`config.mk`:
```
export PLATFORM = sky130hd
export DESIGN_NAME = hazard_ctrl
export DESIGN_NICKNAME = d
export VERILOG_FILES = /design/src/rtl/hazard_ctrl.sv
export SDC_FILE = /design/constraint.sdc
export NUM_CORES = 1
export LEC_CHECK = 0
export ABC_AREA = 1
export CAP_MARGIN = 25
export CELL_PAD_IN_SITES_DETAIL_PLACEMENT = 1
export CELL_PAD_IN_SITES_GLOBAL_PLACEMENT = 1
export CORE_MARGIN = 1
export CORE_UTILIZATION = 29
export CTS_CLUSTER_DIAMETER = 120
export DETAILED_ROUTE_END_ITERATION = 16
export GPL_ROUTABILITY_DRIVEN = 0
export HOLD_SLACK_MARGIN = 0.15
export PLACE_DENSITY = 0.8
export SLEW_MARGIN = 20
export SYNTH_ARGS = -nofsm -noshare
export SYNTH_HDL_FRONTEND = slang
export SYNTH_SLANG_ARGS = --single-unit
```
`constraint.sdc`:
```
create_clock -name clk -period 1.7 [get_ports clk]
set_input_delay 0.425 -clock clk [delete_from_list [all_inputs] [get_ports clk]]
set_output_delay 0.425 -clock clk [all_outputs]
set_load 0.05 [all_outputs]
```
`src/rtl/hazard_ctrl.sv`:
```
// Pipeline hazard controller: load-use stall, branch flush, operand forwarding, memory-wait freeze with timeout.
// Latency: all control outputs are combinational from the current inputs and state; state/counters update on clk.
// Backpressure: a pending data-memory access freezes every pipeline enable until ack, drop, or a sticky timeout fault.
module hazard_ctrl #(
    parameter int unsigned MEM_TIMEOUT = 15
) (
    input  logic        clk,
    input  logic        rst_n,
    input  logic [4:0]  rs_ID,
    input  logic [4:0]  rt_ID,
    input  logic [4:0]  rs_EX,
    input  logic [4:0]  rt_EX,
    input  logic        MemtoReg_EX,
    input  logic        RegWrite_EX,
    input  logic [4:0]  writeAddr_EX,
    input  logic        RegWrite_MEM,
    input  logic [4:0]  writeAddr_MEM,
    input  logic        RegWrite_WB,
    input  logic [4:0]  writeAddr_WB,
    input  logic        branch_taken_EX,
    input  logic        mem_req_MEM,
    input  logic        mem_ack,
    output logic        pc_en,
    output logic        en_IF2ID,
    output logic        en_ID2EX,
    output logic        en_EX2MEM,
    output logic        flush_IF2ID,
    output logic        bubble_ID2EX,
    output logic [1:0]  fwdA_EX,
    output logic [1:0]  fwdB_EX,
    output logic        mem_timeout,
    output logic [15:0] stall_cycles
);

    localparam logic [7:0] TMO = 8'(MEM_TIMEOUT);

    typedef enum logic [1:0] {
        RUN     = 2'd0,
        MEMWAIT = 2'd1,
        FAULT   = 2'd2
    } state_t;

    state_t      state;
    state_t      state_nxt;
    logic [7:0]  wait_cnt;
    logic [7:0]  wait_cnt_nxt;
    logic [15:0] stall_q;

    logic freeze;
    logic loaduse;
    logic lu_stall;

    // Freeze while an access is outstanding; a fault freezes forever.
    assign freeze  = (state == FAULT) || (mem_req_MEM && !mem_ack);

    // A load in EX feeding either source of the instruction in ID.
    assign loaduse = MemtoReg_EX && RegWrite_EX && (writeAddr_EX != 5'd0) &&
                     ((writeAddr_EX == rs_ID) || (writeAddr_EX == rt_ID));

    // A load-use bubble only happens when nothing stronger (freeze, branch) overrides it.
    assign lu_stall = !freeze && !branch_taken_EX && loaduse;

    // Forwarding source for one EX operand; the younger MEM result wins over WB.
    function automatic logic [1:0] fwd_sel(input logic [4:0] src);
        logic [1:0] sel;
        sel = 2'b00;
        if (RegWrite_MEM && (writeAddr_MEM != 5'd0) && (writeAddr_MEM == src)) begin
            sel = 2'b10;
        end else if (RegWrite_WB && (writeAddr_WB != 5'd0) && (writeAddr_WB == src)) begin
            sel = 2'b01;
        end
        return sel;
    endfunction

    // Pipeline enables, flush/bubble and forwarding selects; everything held low while in reset.
    always_comb begin
        pc_en        = 1'b0;
        en_IF2ID     = 1'b0;
        en_ID2EX     = 1'b0;
        en_EX2MEM    = 1'b0;
        flush_IF2ID  = 1'b0;
        bubble_ID2EX = 1'b0;
        fwdA_EX      = 2'b00;
        fwdB_EX      = 2'b00;
        if (rst_n) begin
            fwdA_EX = fwd_sel(rs_EX);
            fwdB_EX = fwd_sel(rt_EX);
            if (freeze) begin
                // everything holds; branch and load-use wait for the memory
            end else if (branch_taken_EX) begin
                pc_en        = 1'b1;
                en_IF2ID     = 1'b1;
                en_ID2EX     = 1'b1;
                en_EX2MEM    = 1'b1;
                flush_IF2ID  = 1'b1;
                bubble_ID2EX = 1'b1;
            end else if (loaduse) begin
                en_ID2EX     = 1'b1;
                en_EX2MEM    = 1'b1;
                bubble_ID2EX = 1'b1;
            end else begin
                pc_en        = 1'b1;
                en_IF2ID     = 1'b1;
                en_ID2EX     = 1'b1;
                en_EX2MEM    = 1'b1;
            end
        end
    end

    // Memory-wait FSM next state and wait counter.
    always_comb begin
        state_nxt    = state;
        wait_cnt_nxt = wait_cnt;
        unique case (state)
            RUN: begin
                if (mem_req_MEM && !mem_ack) begin
                    state_nxt    = MEMWAIT;
                    wait_cnt_nxt = 8'd1;
                end else begin
                    wait_cnt_nxt = 8'd0;
                end
            end
            MEMWAIT: begin
                if (mem_ack || !mem_req_MEM) begin
                    state_nxt    = RUN;
                    wait_cnt_nxt = 8'd0;
                end else if (wait_cnt == TMO) begin
                    state_nxt    = FAULT;
                end else begin
                    wait_cnt_nxt = wait_cnt + 8'd1;
                end
            end
            FAULT: begin
                state_nxt = FAULT;
            end
            default: begin
                state_nxt    = RUN;
                wait_cnt_nxt = 8'd0;
            end
        endcase
    end

    // FSM state and wait counter registers.
    always_ff @(posedge clk or negedge rst_n) begin
        if (!rst_n) begin
            state    <= RUN;
            wait_cnt <= 8'd0;
        end else begin
            state    <= state_nxt;
            wait_cnt <= wait_cnt_nxt;
        end
    end

    // Saturating count of every cycle the front end is held back.
    always_ff @(posedge clk or negedge rst_n) begin
        if (!rst_n) begin
            stall_q <= 16'd0;
        end else if ((freeze || lu_stall) && (stall_q != 16'hFFFF)) begin
            stall_q <= stall_q + 16'd1;
        end
    end

    assign stall_cycles = stall_q;
    assign mem_timeout  = (state == FAULT);

endmodule

```
==> results of run 1 <==
[kinds of logic (layout without fill, tap and decap cells)]
group	count (synthesis)	count (layout)	share of synthesized area (%)
buffers and inverters	54	168	10.53
AO/OA/AOI/OAI	17	17	5.120
AND/OR/NAND/NOR	182	182	39.50
XOR/XNOR	33	33	13.44
flip-flops	26	26	30.25
adder cells (fa/ha/maj)	2	2	1.163
[metal layers]
layer | wire length [µm] | GRT usage (%) | up-vias
met5 | 0 | 0 | -
met1 | 3215 | 22.91 | 1200
li1 | - | - | 1207
met3 | 385 | 2.922 | 6
met4 | 64 | 5.718 | 0
met2 | 3994 | 38.20 | 56
[final timing paths]
check,to,slack [ns],cells past startpoint
worst min-delay path,stall_cycles[1],0.43,2
worst min register to register,state[0],0.49,1
max in group asynchronous,stall_cycles[0],0.98,2
worst max register to register,wait_cnt[2],0.13,10
worst max-delay path,fwdA_EX[0],-0.23,7
min in group clk,state[0],0.49,1
[power by group]
group / switching [mW] / total, mW / leakage [nW] / internal [mW]
sequential: 0.0871 / 0.765 / 0.348 / 0.678
clock: 0.206 / 0.374 / 0.0228 / 0.168
combinational: 0.566 / 1.06 / 1.45 / 0.490
total: 0.859 / 2.20 / 1.82 / 1.34
[through the flow]
step | instance area, µm² | setup slack [ns]
finish | 3836 | -0.2298
global route | 3836 | -0.2985
CTS | 3707 | -0.2998
detailed placement | 3566 | -0.7443
global placement | 3566 | -0.6129
floorplan | 2255 | -0.2662
[layout make-up]
class                      count  area share [%]
clock buffer                   4           1.174
timing repair buffer         116           32.78
multi-input combinational    234           40.83
sequential                    26           17.16
inverter                      48           4.827
tap                           99           3.229
[state kept, by name (all words and copies together) (netlist names)]
name,cells
stall_cycles,16
state,2
wait_cnt,8
[cells in the final DEF (no fill, tap or decap), drive strengths merged]
cell type	n
a211oi	1
a21oi	3
a221oi	1
a22oi	1
a32o	1
buf	101
clkbuf	7
clkdlybuf4s15	4
dfrtp	26
dlygate4sd2	6
dlymetal6s2s	2
ha	2
inv	48
nand2	90
nand3	35
nand4	4
nor2	38
nor3	8
nor3b	2
nor4	1
o21ai	6
o22ai	1
o31ai	1
o41ai	2
or2	4
xnor2	14
xor2	19
[what timing repair did]
item / CTS / global route
pin swaps: 48 / 48
cloned: 0 / 0
setup buffers: 4 / 7
resized for setup: 179 / 45
endpoints found under the setup margin: 26 / 23
==> out/qor.txt, run 1 <==
STA
----------------------------------------------------------------------------------------
Worst hold margin                                                              0.4326 ns
Period minus WS final                                                           1.930 ns
Worst clock skew                                                              0.01847 ns
Fmax                                                                           518.2 MHz
Portion of the clock cycle consumed by the worst path in the final layout         113.5%
Count of final max-slew check failures                                                 0
Setup repair after global routing missed its margin                                 true
Fin. Hold Viols                                                                        0
Max-slew headroom at the worst pin                                                77.17%
Measured slew at the worst slew-check pin                                      0.3425 ns
Final worst slack                                                             -0.2298 ns
Post-route setup TNS                                                           -1.324 ns
Setup violators final                                                                 10

SETUP PATH
----------------------------------------------------------------------------------------
CP bufs+invs                                                                           3
Endpoint class of the critical path                                           output pin
Worst Setup SP                                                              writeAddr_WB[1]
Data required time of the critical path                                          1.27 ns
Reg-to-reg critical path startpoint                                          wait_cnt[0]
Critical path cell sequence                                                 clkdlybuf4s15_1, or2_4, o41ai_4, inv_2, nand3_2, nor2_4, buf_12
Family with the most delay on the worst path                                buffers and inverters
Worst EP arrival                                                                 1.50 ns
Stage delay of the slowest cell on the critical path                             0.26 ns
Critical path peak fanout                                                              2
Startpoint-to-endpoint class of the critical path                           primary input to output pin
Critical path launch point type                                             primary input
Highest-delay cell along the critical path                                         or2_4

FINAL LAYOUT
----------------------------------------------------------------------------------------
Share of the core filled with cells                                               53.17%
Net total in the final layout                                                        475
Fill cell count                                                                      876
Final std cells w/o fill                                                             527
Multi-input gate area                                                       0.001567 mm²
Area overhead of the layout relative to synthesis                                 78.36%
Area of all sequential standard cells                                          658.1 µm²
Inserted Diodes                                                                        0
Fraction of final layout cells with drive strength greater than 1                 46.73%

DRT
----------------------------------------------------------------------------------------
DR vias                                                                             2469
Post-route antenna net violation count                                                 0
Count of routing violations after the opening detailed-route iteration                49
First-pass DRT Iterations                                                              6
Number of vias per cell                                                            4.685
Detailed-route wire length                                                       7659 µm
Wire length per cell after detailed routing                                     14.53 µm
Post-route DRC                                                                         0

GLOBAL ROUTE
----------------------------------------------------------------------------------------
Number of antenna violations at the first check in global routing                      0
Largest net degree at the start of global routing                                     27
First-pass GRT wire length                                                      12090 µm
Sum of overflow across all layers after global routing                                 0
Vias in the first global route                                                      2611
GRT Resource Usage Total                                                          19.98%

CLOCKING
----------------------------------------------------------------------------------------
Total clock buffers created by CTS                                                     3
Clock slew at the register clock pins of the worst setup and hold paths          0.10 ns
Quantity of hold-fixing buffers added after cts                                        0
Level count of the clock H-tree                                                        1
Master cell of the clock root buffer                                            clkbuf_8
Clock tree from TritonCTS                                                            yes
Number of clock sinks                                                                 26
Clock insertion delay at the later pin of the skew report                        0.28 ns
Max Root-Sink Buffers                                                                  2

FLOORPLAN
----------------------------------------------------------------------------------------
Die outline area                                                            0.007765 mm²
Placeable core region                                                       0.007214 mm²
Die height                                                                      88.12 µm
Die span in x                                                                   88.12 µm
Top-level I/O count                                                                   71
Initial Util                                                                      29.81%
Number of placement rows                                                              31

SYNTHESIS
----------------------------------------------------------------------------------------
Top cells by area, synth                                                    dfrtp_1, nand2_1, xor2_1
Total number of yosys warnings                                                         0
Netlist Area Pre-Place                                                      0.002151 mm²
Leading cell types by count after synthesis                                 nand2_1, inv_1, nor2_1, nand3_1, dfrtp_1
Count of cell types in the netlist                                                    33
Mapped Cells                                                                         314
Syn_area_per_cell                                                              6.850 µm²
Portion of synthesized cell area occupied by the leading cell type                30.25%
Synthesized net count                                                                360
Number of enable-type register cells in the synthesized netlist                        0
Synth Flop Type                                                                  dfrtp_1
Leading area contributor after synthesis                                         dfrtp_1
Post-synthesis async set-or-reset flop share                                      100.0%
Most used standard cell by instance count after synthesis                        nand2_1
Seq cells post-synth                                                                  26
Share of the yosys chip area belonging to registers                               30.25%

RUN STATUS
----------------------------------------------------------------------------------------
Failing checks                                                              negative setup slack
Result of the run                                                           finished with violations

POWER AND IR DROP
----------------------------------------------------------------------------------------
Peak supply drop                                                               0.7925 mV
Power Density                                                               572.3 mW/mm²
Final Total Pwr                                                                 2.195 mW
Standby leakage power                                                           1.818 nW

HOLD PATH
----------------------------------------------------------------------------------------
Classification of the worst-slack hold path                                 primary input to asynchronous set/reset pin

FLOW RUN
----------------------------------------------------------------------------------------
Max-Cap Viols                                                                          0

PLACE
----------------------------------------------------------------------------------------
Number of placed instances, taps included                                            513
Port Buffer Count                                                                     70
Post-DP HPWL                                                                     5945 µm

(Power assumes the default switching activity.)
==> run 2, diff against run 1 <==
--- a/config.mk
+++ b/config.mk
@@ -10,12 +10,13 @@
 export CELL_PAD_IN_SITES_DETAIL_PLACEMENT = 1
 export CELL_PAD_IN_SITES_GLOBAL_PLACEMENT = 1
 export CORE_MARGIN = 1
-export CORE_UTILIZATION = 29
+export CORE_UTILIZATION = 30
+export CTS_BUF_LIST = sky130_fd_sc_hd__clkbuf_2
 export CTS_CLUSTER_DIAMETER = 120
 export DETAILED_ROUTE_END_ITERATION = 16
 export GPL_ROUTABILITY_DRIVEN = 0
 export HOLD_SLACK_MARGIN = 0.15
-export PLACE_DENSITY = 0.8
+export PLACE_DENSITY = 0.82
 export SLEW_MARGIN = 20
 export SYNTH_ARGS = -nofsm -noshare
 export SYNTH_HDL_FRONTEND = slang
==> run 2 against run 1 <==
Net effect: the run still ends with negative setup slack left; utilization is 3.6 points higher; sequential power is 1% higher; global-route usage increased by 1.2 points; via count up 1.1%; sequential share of layout area decreased by 0.28 points; hold slack lost 0.29 ns; fmax fell by 3.4%; clock power decreased by 29%; sequential cell count stayed put.
==> out/qor.txt, run 2 (same netlist as run 1, synthesis figures left out) <==
FINAL LAYOUT
----------------------------------------------------------------------------------------
Leading cell type in the layout, fill and taps excluded                          nand2_1   unchanged
Net total in the final layout                                                        479   was 475
Area overhead of the layout relative to synthesis                                 81.27%   was 78.36%
Fill cell count                                                                      823   was 876
Fraction of final layout cells with drive strength greater than 1                 43.29%   was 46.73%
Inserted Diodes                                                                        0   unchanged
Multi-input gate area                                                       0.001608 mm²   was 0.001567 mm²
Flip-flop count of the largest register after layout                                  16   unchanged
Area of all sequential standard cells                                          658.1 µm²   unchanged
Share of the core filled with cells                                               56.76%   was 53.17%
Commonest non-fill, non-tap cells in the layout                             nand2_1, buf_4, inv_1   was nand2_1, buf_4, inv_1, nand3_1, buf_12

GLOBAL ROUTE
----------------------------------------------------------------------------------------
First-pass GRT wire length                                                      12490 µm   was 12090 µm
Number of antenna violations at the first check in global routing                      0   unchanged
Sum of overflow across all layers after global routing                                 0   unchanged
GRT Resource Usage Total                                                          21.21%   was 19.98%
Largest net degree at the start of global routing                                     27   unchanged
Vias in the first global route                                                      2725   was 2611

PLACE
----------------------------------------------------------------------------------------
Port Buffer Count                                                                     70   unchanged
Post-DP HPWL                                                                     5765 µm   was 5945 µm

SETUP PATH
----------------------------------------------------------------------------------------
Cell repeated most along the worst path                                            inv_2
CP bufs+invs                                                                           4   was 3
Critical path cell sequence                                                 inv_2, nor2_4, inv_2, nand2_4, nor2_4, inv_2, a21oi_4, buf_12   was clkdlybuf4s15_1, or2_4, o41ai_4, inv_2, nand3_2, nor2_4, buf_12
Stage delay of the slowest cell on the critical path                             0.45 ns   was 0.26 ns
Data required time of the critical path                                          1.27 ns   about the same
Highest-delay cell along the critical path                                       dfrtp_1   was or2_4
Critical path launch point type                                                     flop   was primary input
Worst EP arrival                                                                 1.57 ns   was 1.50 ns
Endpoint class of the critical path                                           output pin   unchanged
Startpoint-to-endpoint class of the critical path                           flop to output pin   was primary input to output pin
Family with the most delay on the worst path                                  flip-flops   was buffers and inverters
Critical path peak fanout                                                              2   unchanged
Setup slack of the most critical reg-to-reg path                                 0.02 ns   was 0.13 ns

STA
----------------------------------------------------------------------------------------
Worst clock skew                                                             0.006416 ns   was 0.01847 ns
Max-slew headroom at the worst pin                                                72.25%   was 77.17%
Setup repair after global routing missed its margin                                 true   unchanged
Period minus WS final                                                           1.997 ns   was 1.930 ns
Setup violators final                                                                 10   unchanged
Fmax                                                                           500.7 MHz   was 518.2 MHz
Portion of the clock cycle consumed by the worst path in the final layout         117.5%   was 113.5%
Fin. Hold Viols                                                                        0   unchanged
Measured slew at the worst slew-check pin                                      0.4147 ns   was 0.3425 ns
Worst hold margin                                                              0.1382 ns   was 0.4326 ns
Final worst slack                                                             -0.2972 ns   was -0.2298 ns
Count of final max-slew check failures                                                 0   unchanged

DRT
----------------------------------------------------------------------------------------
First-pass DRT Iterations                                                              4   was 6
Number of vias per cell                                                            4.729   was 4.685
Post-route antenna net violation count                                                 0   unchanged
Post-route DRC                                                                         0   unchanged
Count of routing violations after the opening detailed-route iteration                72   was 49
DR vias                                                                             2497   was 2469
Wire length per cell after detailed routing                                     15.10 µm   was 14.53 µm
Detailed-route wire length                                                       7971 µm   was 7659 µm

CLOCKING
----------------------------------------------------------------------------------------
Clock tree from TritonCTS                                                            yes   unchanged
Number of clock sinks                                                                 26   unchanged
Master cell of the clock root buffer                                            clkbuf_2   was clkbuf_8
Quantity of hold-fixing buffers added after cts                                        0   unchanged
Total clock buffers created by CTS                                                     3   unchanged
Max Root-Sink Buffers                                                                  2   unchanged
Clock insertion delay at the later pin of the skew report                        0.40 ns   was 0.28 ns
Clock slew at the register clock pins of the worst setup and hold paths          0.27 ns   was 0.10 ns
Level count of the clock H-tree                                                        1   unchanged

RUN STATUS
----------------------------------------------------------------------------------------
Result of the run                                                           finished with violations   unchanged
Failing checks                                                              negative setup slack   unchanged

FLOORPLAN
----------------------------------------------------------------------------------------
Number of placement rows                                                              30   was 31
Top-level I/O count                                                                   71   unchanged
Die outline area                                                            0.007512 mm²   was 0.007765 mm²
Die span in x                                                                   86.67 µm   was 88.12 µm
Placeable core region                                                       0.006869 mm²   was 0.007214 mm²
Initial Util                                                                      31.31%   was 29.81%
Die height                                                                      86.67 µm   was 88.12 µm

POWER AND IR DROP
----------------------------------------------------------------------------------------
Final Total Pwr                                                                 2.110 mW   was 2.195 mW
Power Density                                                               541.1 mW/mm²   was 572.3 mW/mm²
Peak supply drop                                                               0.8300 mV   was 0.7925 mV
Standby leakage power                                                           1.864 nW   was 1.818 nW

FLOW RUN
----------------------------------------------------------------------------------------
Max-Cap Viols                                                                          0   unchanged

HOLD PATH
----------------------------------------------------------------------------------------
Classification of the worst-slack hold path                                 primary input to asynchronous set/reset pin   unchanged

[run 2: through the flow]
stage | instance area (µm²) | setup TNS (ns) | setup WS (ns) | std cells
after global routing | 3899 | -2.991 | -0.3787 | 528
after global placement | 3565 | -15.41 | -0.6059 | 507
after detailed placement | 3565 | -17.57 | -0.6791 | 507
final | 3899 | -2.238 | -0.2972 | 528
after floorplan | 2255 | -0.7489 | -0.2662 | 314
after CTS | 3707 | -2.490 | -0.3309 | 519
[run 2: cell type report]
cell class	instances	share of cell area, %
clock inverter	1	0.09628
tap	96	3.081
inverter	48	4.685
multi-input combinational	234	41.24
timing repair buffer	120	33.63
sequential	26	16.88
clock buffer	3	0.3851
[run 2: worst paths after layout]
check                                 start               to  cells past startpoint
worst max register to register  wait_cnt[1]      wait_cnt[3]                     10
worst min-delay path                  rst_n      wait_cnt[2]                      2
max in group asynchronous             rst_n  stall_cycles[2]                      2
worst max-delay path               state[1]     bubble_ID2EX                      8
worst min register to register  wait_cnt[3]      wait_cnt[4]                      2
min in group clk                wait_cnt[3]      wait_cnt[4]                      2
[run 2: repair_timing]
action	in CTS	in global routing
resized for setup	115	61
setup endpoints to repair	33	24
cloned	0	0
pin swaps	42	32
buffers inserted	10	11
endpoints found under the hold margin	0	0
[run 2: power breakdown]
part	switching [mW]	total (mW)	internal, mW
Combinational	0.576	1.07	0.495
Clock	0.215	0.266	0.0509
Sequential	0.0937	0.773	0.679
Total	0.885	2.11	1.23
[run 2: worst register-to-register path, delay by kind of cell, from the launching register on]
family,cells,cell delay (ns)
buffers and inverters,2,0.27
AOI/OAI and AO/OA,1,0.19
and+or+nand+nor,6,0.54
DFF,1,0.45
adders and majority gates,1,0.20
[run 2: metal layers]
layer | wire length [µm] | part of all wire (%) | GRT usage, %
met5 | 0 | 0 | 0
met4 | 126 | 1.6 | 5.909
met3 | 284 | 3.6 | 2.000
met2 | 4246 | 53 | 40.91
met1 | 3313 | 42 | 24.75
